**src/rtl/key_edge_detect.sv**
```systemverilog
// ============================================================================
// key_edge_detect : 2-flop synchroniser per key followed by a registered
//                   rising-edge detector producing one-cycle press pulses
// Revision        : 1.0
// ============================================================================
`default_nettype none

module key_edge_detect #(
    parameter int WIDTH = 4
) (
    input  logic             clock_i,
    input  logic             reset_n_i,
    input  logic [WIDTH-1:0] keys_i,
    output logic [WIDTH-1:0] press_o
);

    logic [WIDTH-1:0] sync1_q;
    logic [WIDTH-1:0] sync2_q;
    logic [WIDTH-1:0] prev_q;
    logic [WIDTH-1:0] press_q;

    always_ff @(posedge clock_i or negedge reset_n_i) begin
        if (!reset_n_i) begin
            sync1_q <= '0;
            sync2_q <= '0;
            prev_q  <= '0;
            press_q <= '0;
        end else begin
            sync1_q <= keys_i;
            sync2_q <= sync1_q;
            prev_q  <= sync2_q;
            press_q <= sync2_q & ~prev_q;
        end
    end

    assign press_o = press_q;

endmodule

`default_nettype wire

```
**config.mk**
```make
export PLATFORM = sky130hd
export DESIGN_NAME = key_edge_detect
export DESIGN_NICKNAME = d
export VERILOG_FILES = /design/src/rtl/key_edge_detect.sv
export SDC_FILE = /design/constraint.sdc
export NUM_CORES = 1
export LEC_CHECK = 0
export CAP_MARGIN = 20
export CORE_AREA = 2 2 39 41
export CTS_BUF_LIST = sky130_fd_sc_hd__clkbuf_8 sky130_fd_sc_hd__clkbuf_16
export DETAILED_ROUTE_END_ITERATION = 16
export DIE_AREA = 0 0 41 43
export SYNTH_ARGS = -nofsm -noshare
export SYNTH_HDL_FRONTEND = slang
export SYNTH_SLANG_ARGS = --single-unit
```
**constraint.sdc**
```tcl
create_clock -name clock_i -period 2.14 [get_ports clock_i]
set_clock_uncertainty 0.15 [all_clocks]
set_input_delay 0.321 -clock clock_i [delete_from_list [all_inputs] [get_ports clock_i]]
set_output_delay 0.321 -clock clock_i [all_outputs]
set_load 0.05 [all_outputs]
```
# [Yosys cells after proc, flatten, opt, wreduce, memory -nomap -nowiden]
# Index checks and enable logic that the tools add are counted.
# W data, S select, Z words.
[word_totals] regBits=16 inputBits=6 out_inout_bits=4 word_cells=6
[classes] bitwise_logic=2
[ops] operator="$and A4 B4 Y4" n=1
[ops] operator="$not A4 Y4" n=1

# [Logic depth before layout (Yosys ltp)]
[depth] ltp_word=2 depth_mapped=1 mapped_depth_nobuf=1

# [Worst setup path before layout]
# OpenSTA, ideal clock, no wires.
[synth_path] kind="register -> output" start="register press_q[0] (netlist: press_o[0])" end="output press_o[0]" t_arrival_ns=0.586 path_slack_ns=1.083 stages_incl_launch_ff=1 path_cell_list="dfrtp_1"
[synth_lines] element="start: declaration" line_no="20" source="logic [WIDTH-1:0] press_q;"
[synth_lines] element="start signal: assignment" line_no="32" source="press_q <= sync2_q & ~prev_q;"
[synth_lines] element="end: declaration" line_no="14" source="output logic [WIDTH-1:0] press_o"
# No word-level cell between the ends.

# [Worst setup path in the final report]
[layout_path] start="register press_q[1] (netlist: press_o[1])" end="output press_o[1]"
# No word-level cell between the ends.

==> results_dict.tcl <==
set metrics [dict create \
    run_status "finished clean" \
    place_ws_ns 0.561 \
    routed_wl_um 470 \
    cp.arrival_ns 1.36 \
    cts_inserted_buffers 3 \
    grt_pass1_vias 218 \
    crit_buf_inv 1 \
    vdd_drop_max_v 0.000475 \
    wl_per_cell_um 9.59 \
    cp-end-kind "output pin" \
    drive_gt1_share_pct 24.2 \
    slew_headroom_pct 55.7 \
    power_per_cell_area_nw_per_um2 998 \
    postCtsSetupRepairBufs 0 \
    cp_max_fo 1 \
    grt_pass1_wl_um 952 \
    diodes 0 \
    ctsResizeCount 0 \
    fmax_ghz 0.547 \
    boundaryPins 10 \
    fin_ws_ns 0.311 \
    most-common-layout-cells "dfrtp_1 (16), clkdlybuf4s50_1 (9), nor2b_4 (4), clkbuf_8 (4)" \
    fin_crit_ns 1.83 \
    timing.final.crit_share_pct 85.5 \
    cellLeakagePower_nw 0.283 \
    synth_area_um2 455 \
    die_w_um 41 \
    setup_viol 0 \
    cts_tree "yes" \
    postRouteAntennaNets 0 \
    place.gp.congestion 0.555 \
    tightest_slew_ns 0.663 \
    drtPass1Iterations 4 \
    syn-instance-count 20 \
    cp_slowest_stage_delay_ns 0.79 \
    cts_buffer_depth 2 \
    clock_latency_ns 0.24 \
    avgSynthCellArea_um2 22.8 \
    timing.hold.ws_ns 0.197 \
    antenna_found_initial 0 \
    crit_path_cell_trace "clkdlybuf4s50_1" \
    start_util_pct 32.9 \
    cts_root_buf "clkbuf_8" \
    hold_viol 0 \
    io_buffers 9 \
    placed_area_um2 566 \
    fp.coreArea_um2 1380 \
    die_y_um 43 \
    area_growth_syn_to_layout_pct 36.3 \
    grt_start_max_net_pins 17 \
    drc_errors 0 \
    drt_iter0_markers 2 \
    die_area_um2 1760 \
    yosys_warnings 0 \
    vias 190 \
    nFillCells 121 \
    grt_use_total_pct 8.94 \
    grt_overflow_total 0 \
    cts_hold_buf 0 \
    cp_slowest_cell "clkdlybuf4s50_1" \
    final_common_cell "dfrtp_1" \
    rows 14 \
    grtUsageMet2_pct 10.0 \
    fin_util_pct 44.8 \
    clk_pin_slew_ns 0.06 \
    rsz0062_at_grt "no" \
    min_path_type "reg2reg" \
    final-max-slew-violation-count 0 \
    use_met3_pct 3.14 \
    ys_types 2 \
    grt.met1_usage_pct 11.9 \
    crit_family "buffers and inverters" \
    ys_ff_latch 16 \
    syn-num-nets 26 \
    fin_tns_setup_ns 0 \
    final_cell_area_um2 621 \
    maxCapViolCount 0 \
    vias_per_cell 3.88 \
    startpoint_type "flip-flop" \
    critical_path_required_ns 1.67 \
    cts.sinks 16 \
    worstSetupPathType "reg2out" \
    htree_levels 1 \
    fin_nets 40 \
    yosysSeqAreaShare_pct 87.9 \
    top_usage_layer "met1" \
]
==> path summary, 6_finish.rpt <==
kind,start,endpoint,slack [ns],depth (start not counted)
setup / recovery,press_o[1],press_o[1],0.31,1
hold / removal,sync1_q[0],sync2_q[0],0.20,0
setup reg to reg,sync2_q[3],press_o[3],1.38,1
hold reg to reg,sync1_q[0],sync2_q[0],0.20,0
max in group asynchronous,reset_n_i,press_o[0],1.08,1
min in group asynchronous,reset_n_i,sync2_q[1],0.34,1
==> logic make-up after synthesis <==
group | share of synthesized area, %
flops | 87.9
simple gates | 12.1
==> cell usage after synthesis (all sizes together) <==
cell	n	area, µm²
nor2b	4	55.1
dfrtp	16	400
==> cell type report <==
class	instances	area (µm²)	area share, %
Timing Repair Buffer	9	90.1	14.5
Tap cell	16	20.0	3.23
Sequential cell	16	400	64.5
Multi-Input combinational cell	4	55.1	8.87
Clock buffer	4	55.1	8.87
==> where the power goes <==
part	total (mW)	switching [mW]	internal (mW)
clock	0.252	0.0893	0.163
sequential	0.325	0.00697	0.318
combinational	0.0423	0.0223	0.0200
==> per-stage QoR <==
stage	total power, mW	std cells
final	0.619	49
after global routing	0.648	49
after CTS	0.628	49
after detailed placement	0.374	45
after global placement	0.372	45
after floorplan	0.350	20
==> sequential cells by signal, indices dropped and copies added, names as in the netlist <==
signal and flops:
sync2_q 4, press_o 4, sync1_q 4, prev_q 4
==> metal layers <==
layer / vias up / routed length (µm)
met4: 0 / 17
met5: - / 0
li1: 86 / -
met3: 2 / 38
met1: 92 / 194
met2: 10 / 220
Power figures use the tool's default switching activity.
